<file path="config.mk">
export PLATFORM = sky130hd
export DESIGN_NAME = alu_ctrl_exec
export DESIGN_NICKNAME = d
export VERILOG_FILES = /design/src/rtl/alu_ctrl_exec.sv
export SDC_FILE = /design/constraint.sdc
export NUM_CORES = 1
export LEC_CHECK = 0
export ABC_CLOCK_PERIOD_IN_PS = 11400
export BUFFER_PORTS_ARGS = -buffer_cell sky130_fd_sc_hd__buf_2
export CORE_MARGIN = 2
export CORE_UTILIZATION = 30
export CTS_CLUSTER_SIZE = 12
export DETAILED_ROUTE_END_ITERATION = 16
export PLACE_DENSITY_LB_ADDON = 0.1
export SLEW_MARGIN = 10
export SYNTH_ARGS = -nofsm -noshare
export SYNTH_HDL_FRONTEND = slang
export SYNTH_SLANG_ARGS = --single-unit
export TNS_END_PERCENT = 20
</file>
<file path="constraint.sdc">
create_clock -name clk -period 11.4 [get_ports clk]
set_input_delay 0 -clock clk [delete_from_list [all_inputs] [get_ports clk]]
set_output_delay 0 -clock clk [all_outputs]
set_load 0.01 [all_outputs]
</file>
<file path="src/rtl/alu_ctrl_exec.sv">
// ALU control decode with a registered execute stage and valid/ready handshakes on both sides.
// Define ALU_MUL_EN to build the iterative shift-add multiplier (aluop 11, funct 0000).
module alu_ctrl_exec #(
    parameter int WIDTH = 64
) (
    input  logic             clk,
    input  logic             reset,
    input  logic             in_valid,
    output logic             in_ready,
    input  logic [1:0]       aluop,
    input  logic [3:0]       funct,
    input  logic [WIDTH-1:0] a,
    input  logic [WIDTH-1:0] b,
    output logic             out_valid,
    input  logic             out_ready,
    output logic [WIDTH-1:0] result,
    output logic [3:0]       operation,
    output logic             zero,
    output logic             illegal,
    output logic             busy
);
    localparam int SHAMT_W = $clog2(WIDTH);

    localparam logic [1:0] S_IDLE = 2'd0;
    localparam logic [1:0] S_HOLD = 2'd2;

    localparam logic [3:0] OP_AND  = 4'b0000;
    localparam logic [3:0] OP_OR   = 4'b0001;
    localparam logic [3:0] OP_ADD  = 4'b0010;
    localparam logic [3:0] OP_XOR  = 4'b0011;
    localparam logic [3:0] OP_SLL  = 4'b0100;
    localparam logic [3:0] OP_SRL  = 4'b0101;
    localparam logic [3:0] OP_SUB  = 4'b0110;
    localparam logic [3:0] OP_SRA  = 4'b0111;
    localparam logic [3:0] OP_SLT  = 4'b1000;
    localparam logic [3:0] OP_SLTU = 4'b1010;
    localparam logic [3:0] OP_ILL  = 4'b1111;
`ifdef ALU_MUL_EN
    localparam logic [1:0] S_MUL   = 2'd1;
    localparam logic [3:0] OP_MUL  = 4'b1001;
    localparam logic [SHAMT_W-1:0] CNT_LAST = SHAMT_W'(WIDTH - 1);
`endif

    logic [1:0]         r_state;
    logic               r_out_valid;
    logic [WIDTH-1:0]   r_result;
    logic [3:0]         r_operation;
    logic               r_zero;
    logic               r_illegal;
    logic               r_busy;

    logic [3:0]         w_op;
    logic               w_illegal;
    logic [WIDTH-1:0]   w_alu_res;
    logic [SHAMT_W-1:0] w_shamt;

    assign w_shamt = b[SHAMT_W-1:0];

    // Decode aluop/funct into the operation code presented at accept
    always_comb begin
        w_op = OP_ILL;
        case (aluop)
            2'b00: w_op = OP_ADD;
            2'b01: w_op = OP_SUB;
            2'b10: begin
                case (funct)
                    4'b0000: w_op = OP_ADD;
                    4'b1000: w_op = OP_SUB;
                    4'b0111: w_op = OP_AND;
                    4'b0110: w_op = OP_OR;
                    4'b0100: w_op = OP_XOR;
                    4'b0001: w_op = OP_SLL;
                    4'b0101: w_op = OP_SRL;
                    4'b1101: w_op = OP_SRA;
                    4'b0010: w_op = OP_SLT;
                    4'b0011: w_op = OP_SLTU;
                    default: w_op = OP_ILL;
                endcase
            end
            2'b11: begin
`ifdef ALU_MUL_EN
                if (funct == 4'b0000) begin
                    w_op = OP_MUL;
                end else begin
                    w_op = OP_ILL;
                end
`else
                w_op = OP_ILL;
`endif
            end
            default: w_op = OP_ILL;
        endcase
        w_illegal = (w_op == OP_ILL);
    end

    // Single-cycle datapath; illegal and MUL codes yield zero here
    always_comb begin
        w_alu_res = {WIDTH{1'b0}};
        case (w_op)
            OP_ADD:  w_alu_res = a + b;
            OP_SUB:  w_alu_res = a - b;
            OP_AND:  w_alu_res = a & b;
            OP_OR:   w_alu_res = a | b;
            OP_XOR:  w_alu_res = a ^ b;
            OP_SLL:  w_alu_res = a << w_shamt;
            OP_SRL:  w_alu_res = a >> w_shamt;
            OP_SRA:  w_alu_res = $signed(a) >>> w_shamt;
            OP_SLT:  w_alu_res = {{(WIDTH-1){1'b0}}, ($signed(a) < $signed(b))};
            OP_SLTU: w_alu_res = {{(WIDTH-1){1'b0}}, (a < b)};
            default: w_alu_res = {WIDTH{1'b0}};
        endcase
    end

`ifdef ALU_MUL_EN
    logic [WIDTH-1:0]   r_mcand;
    logic [WIDTH-1:0]   r_mplier;
    logic [WIDTH-1:0]   r_acc;
    logic [SHAMT_W-1:0] r_cnt;
    logic [WIDTH-1:0]   w_acc_next;

    // Iteration i adds a<<i when multiplier bit i (shifted down to bit 0) is set
    assign w_acc_next = r_acc + (r_mplier[0] ? r_mcand : {WIDTH{1'b0}});

    // Multiplier operand, accumulator and iteration counter
    always_ff @(posedge clk) begin
        if (reset) begin
            r_mcand  <= {WIDTH{1'b0}};
            r_mplier <= {WIDTH{1'b0}};
            r_acc    <= {WIDTH{1'b0}};
            r_cnt    <= {SHAMT_W{1'b0}};
        end else if ((r_state == S_IDLE) && in_valid && (w_op == OP_MUL)) begin
            r_mcand  <= a;
            r_mplier <= b;
            r_acc    <= {WIDTH{1'b0}};
            r_cnt    <= {SHAMT_W{1'b0}};
        end else if (r_state == S_MUL) begin
            r_mcand  <= r_mcand << 1;
            r_mplier <= r_mplier >> 1;
            r_acc    <= w_acc_next;
            r_cnt    <= r_cnt + SHAMT_W'(1);
        end
    end
`endif

    // Control FSM and registered result/status outputs
    always_ff @(posedge clk) begin
        if (reset) begin
            r_state     <= S_IDLE;
            r_out_valid <= 1'b0;
            r_result    <= {WIDTH{1'b0}};
            r_operation <= 4'b0000;
            r_zero      <= 1'b0;
            r_illegal   <= 1'b0;
            r_busy      <= 1'b0;
        end else begin
            case (r_state)
                S_IDLE: begin
                    if (in_valid) begin
`ifdef ALU_MUL_EN
                        if (w_op == OP_MUL) begin
                            r_busy  <= 1'b1;
                            r_state <= S_MUL;
                        end else begin
                            r_result    <= w_alu_res;
                            r_operation <= w_op;
                            r_zero      <= (w_alu_res == {WIDTH{1'b0}});
                            r_illegal   <= w_illegal;
                            r_out_valid <= 1'b1;
                            r_state     <= S_HOLD;
                        end
`else
                        r_result    <= w_alu_res;
                        r_operation <= w_op;
                        r_zero      <= (w_alu_res == {WIDTH{1'b0}});
                        r_illegal   <= w_illegal;
                        r_out_valid <= 1'b1;
                        r_state     <= S_HOLD;
`endif
                    end
                end
`ifdef ALU_MUL_EN
                S_MUL: begin
                    if (r_cnt == CNT_LAST) begin
                        r_result    <= w_acc_next;
                        r_operation <= OP_MUL;
                        r_zero      <= (w_acc_next == {WIDTH{1'b0}});
                        r_illegal   <= 1'b0;
                        r_out_valid <= 1'b1;
                        r_busy      <= 1'b0;
                        r_state     <= S_HOLD;
                    end
                end
`endif
                S_HOLD: begin
                    if (out_ready) begin
                        r_out_valid <= 1'b0;
                        r_state     <= S_IDLE;
                    end
                end
                default: begin
                    r_out_valid <= 1'b0;
                    r_busy      <= 1'b0;
                    r_state     <= S_IDLE;
                end
            endcase
        end
    end

    assign in_ready  = (r_state == S_IDLE);
    assign out_valid = r_out_valid;
    assign result    = r_result;
    assign operation = r_operation;
    assign zero      = r_zero;
    assign illegal   = r_illegal;
    assign busy      = r_busy;

endmodule

</file>
==> flow_summary_export.csv <==
group,metric,value,unit
clock_network,cts_hold_buf,2,
outcome,status,"completed",
sta,post-route-period-util,0.542,
logic_synthesis,synth.distinct_cells,108,
sta,tightest_slew,1320,ps
logic_synthesis,async_flop_share,0,
logic_synthesis,synth_edf_count,0,
logic_synthesis,synth_cells,3520,
routing,via_per_inst,6.86,
sta,finalCriticalPeriod,6180,ps
job,drv_cap,0,
worst_setup_path,cp_max_fo,83,
routing,drc,0,
sta,max_slew_margin,0.118,
worst_setup_path,path_delay_family,"compound AO/OA/AOI/OAI gates",
routing,antenna_left,0,
hold_path,hold_path_end,"operation[3]",
logic_synthesis,netlist.area_leader.share,0.114,
final_layout,seq_area,1420,um^2
global_routing,grtUsageMet2,0.593,
final_layout,fillerInstances,9292,
worst_setup_path,worstPathRequired,11680,ps
clock_network,cts_sinks,71,
die,rows,106,
final_layout,syn_to_final_growth,8.83,%
clock_network,post-cts-setup-buffer-count,0,
worst_setup_path,critical-path-max-stage-delay,1170,ps
worst_setup_path,r2r-end,"zero",
routing,dr.first_iter.drc_count,4443,
global_routing,overflow,0,
worst_setup_path,critPathSlowestCell,"a2111oi_1",
power_and_ir_drop,power.density,80.4,nW/um^2
clock_network,root_buffer,"clkbuf_16",
final_layout,multi_input_area,21800,um^2
worst_setup_path,worst_ep_arrival_time,6470,ps
global_routing,grtUsageTotal,0.401,
sta,finalSetupTns,0,ps
final_layout,fin_cells,4682,
clock_network,htreeDepth,3,
global_routing,grt_util_met1,0.539,
placement,portBuffers,209,
worst_setup_path,rr_startpoint,"out_valid",
logic_synthesis,ys_seq_area_frac,0.0560,
sta,fmax,162,MHz
routing,wl_per_cell,38.5,um
clock_network,cts_tree,"yes",
clock_network,clock_latency,360,ps
clock_network,cts.repair.resized,0,
sta,rsz0062_at_grt,"no",
routing,firstDrtPassIters,7,
placement,dp_hpwl,141000,um
routing,via_count,32130,
global_routing,grt_pass1_wl,246000,um
logic_synthesis,ys_top_cells_by_count,"365 x nor2_1, 282 x nand2_1, 281 x a21oi_1",
global_routing,grt_max_degree,113,
hold_path,hold_path_class,"in -> reg",
hold_path,worstHoldStart,"aluop[1]",
clock_network,clk_path_buf_depth,2,
placement,gp_congestion,1.06,
worst_setup_path,endpoint_kind,"flip-flop",
clock_network,clk_pin_slew,60,ps
placement,dp_cells,4659,
worst_setup_path,r2r_setup_slack,7670,ps
sta,setup_viol,0,
logic_synthesis,synth_warnings,0,
power_and_ir_drop,irDropWorstVdd,69.4,uV
global_routing,grt.busiest_layer,"met2",
global_routing,antenna_found_initial,14,
worst_setup_path,crit_top_cell,"nand4_1",
worst_setup_path,cp.buffers_inverters,2,
worst_setup_path,reg2reg_depth,11,
logic_synthesis,synthFlopType,"dfxtp_1",
logic_synthesis,synth_seq_cells,71,
power_and_ir_drop,p_leak,0.0110,uW
sta,fin_hold_ws,102,ps
final_layout,drive_gt1_frac,0.176,
worst_setup_path,crit_type,"in -> reg",
die,die-height,295,um
logic_synthesis,synth_nets,3856,
global_routing,grt_pass1_vias,29631,
logic_synthesis,synth_area_leaders,"mux4_2 11%, ha_1 9.7%, dfxtp_1 5.6%, a21oi_1 5.5%, nor2_1 5.4%",
logic_synthesis,avgSynthCellArea,7.21,um^2
final_layout,final_nets,3874,
die,die_area,86900,um^2
worst_setup_path,path_cells,"buf_8, buf_4, mux2_2, a22oi_1, nor2_1, nor3_1, o211a_1, a21oi_1, a2111oi_1, nand4_1, nor3_1, nand4_1, nor4_1, nand4_1, o21ai_1",
logic_synthesis,synth_area_leader_cell,"mux4_2",
sta,drv_slew,0,
global_routing,met3_usage,0.0931,
logic_synthesis,syn-cell-area,25400,um^2
worst_setup_path,cp-start-kind,"primary input",
die,core_area,83700,um^2
sta,finalClockSkew,10.8,ps
die,start_util,0.303,
clock_network,cts_buffers,9,
die,die-width,295,um
sta,hold_viol_final,0,
hold_path,hold_depth,3,
routing,routed_wl,180000,um
logic_synthesis,yosys.cell_count.top_type,"nor2_1",
die,io_pins,211,
metal layers:
metal | part of all wire | wire, um
met1 | 0.41 | 74300
met2 | 0.42 | 75000
met3 | 0.11 | 19300
met4 | 0.063 | 11300
met5 | 0.00088 | 159
layout by cell type, fill, tap and decap left out, types with 15 or more instances in the layout:
cell type | Yosys | routed
dfxtp_1 | 71 | 71
a211oi_1 | 115 | 115
o21a_1 | 31 | 31
or3_1 | 19 | 19
o211a_1 | 15 | 15
o221ai_1 | 24 | 24
a22oi_1 | 21 | 21
a21o_1 | 26 | 25
nand2b_1 | 25 | 25
o31ai_1 | 54 | 54
nand3_1 | 84 | 84
a31oi_1 | 26 | 26
buf_4 | 7 | 100
o21ai_0 | 201 | 201
nor2_1 | 365 | 364
mux2_2 | 88 | 88
o22ai_1 | 51 | 51
nor4_1 | 62 | 58
a211o_1 | 15 | 15
a21oi_1 | 281 | 280
buf_2 | 65 | 205
nor3_1 | 109 | 107
o2111ai_1 | 16 | 16
o31a_1 | 18 | 18
ha_1 | 196 | 196
o211ai_1 | 53 | 53
nor2b_1 | 27 | 26
or2_2 | 20 | 20
and2_1 | 29 | 29
xnor2_1 | 29 | 29
mux2i_1 | 131 | 131
o21bai_1 | 22 | 22
a221o_1 | 24 | 24
nand2_1 | 282 | 282
and3_1 | 18 | 18
nand4_1 | 56 | 56
inv_1 | 211 | 209
a221oi_1 | 35 | 35
mux4_2 | 128 | 128
flip-flops by register name, summed over array words and instances, names as in the netlist:
signal	cells
result	64
operation	4
illegal	1
out_valid	1
zero	1
metrics by stage:
| stage | total power (uW) | setup slack (ps) | cell area [um^2] | util |
|---|---|---|---|---|
| after floorplan | 1210 | 6530 | 25400 | - |
| after global placement | 1870 | 5010 | 27300 | 0.326 |
| after detailed placement | 1860 | 5100 | 27300 | 0.326 |
| after CTS | 2150 | 5480 | 27600 | 0.330 |
| after global routing | 2290 | 5250 | 27600 | 0.330 |
| final | 2220 | 5220 | 27600 | 0.330 |
area by class of cell:
| class | count | share of cell area |
|---|---|---|
| Timing Repair Buffer | 310 | 0.0667 |
| Clock inverter | 6 | 0.00226 |
| Tap cell | 1134 | 0.0514 |
| Inverter | 214 | 0.0293 |
| Clock buffer | 9 | 0.00815 |
| Sequential cell | 71 | 0.0515 |
| Multi-Input combinational cell | 2932 | 0.790 |
| Antenna cell | 6 | 0.000544 |
power by group:
group	total (uW)	internal [uW]	switching [uW]
combinational	1640	498	1140
sequential	289	271	17.7
clock	295	168	127
kinds of logic after synthesis:
family                   synth area share
multiplexers                        0.207
XOR/XNOR                           0.0107
AO/OA/AOI/OAI                       0.325
buffers and inverters              0.0865
adder cells (fa/ha/maj)            0.0982
AND/OR/NAND/NOR                     0.216
flip-flops                         0.0560
other                            0.000148
worst reg2reg max path: stages (launching register included):
cell	delay (ps)
dfxtp_1	360
nor2b_4	450
o221a_2	310
o211a_1	150
o211ai_1	270
nor4_1	270
nand4_1	190
nor4_1	520
nand4_1	360
nor4_1	470
nand4_1	150
o21ai_1	160
worst max-delay path by stage:
stage	from	endpoint	slack, ps	depth (start not counted)
2_1_floorplan	b[2]	zero	6530	21
3_3_place_gp	b[0]	zero	5010	14
3_5_place_dp	b[0]	zero	5100	14
4_1_cts	b[0]	zero	5480	14
5_1_grt	b[0]	zero	5250	15
6_report	b[0]	zero	5220	15
Power figures use the tool's default switching activity.
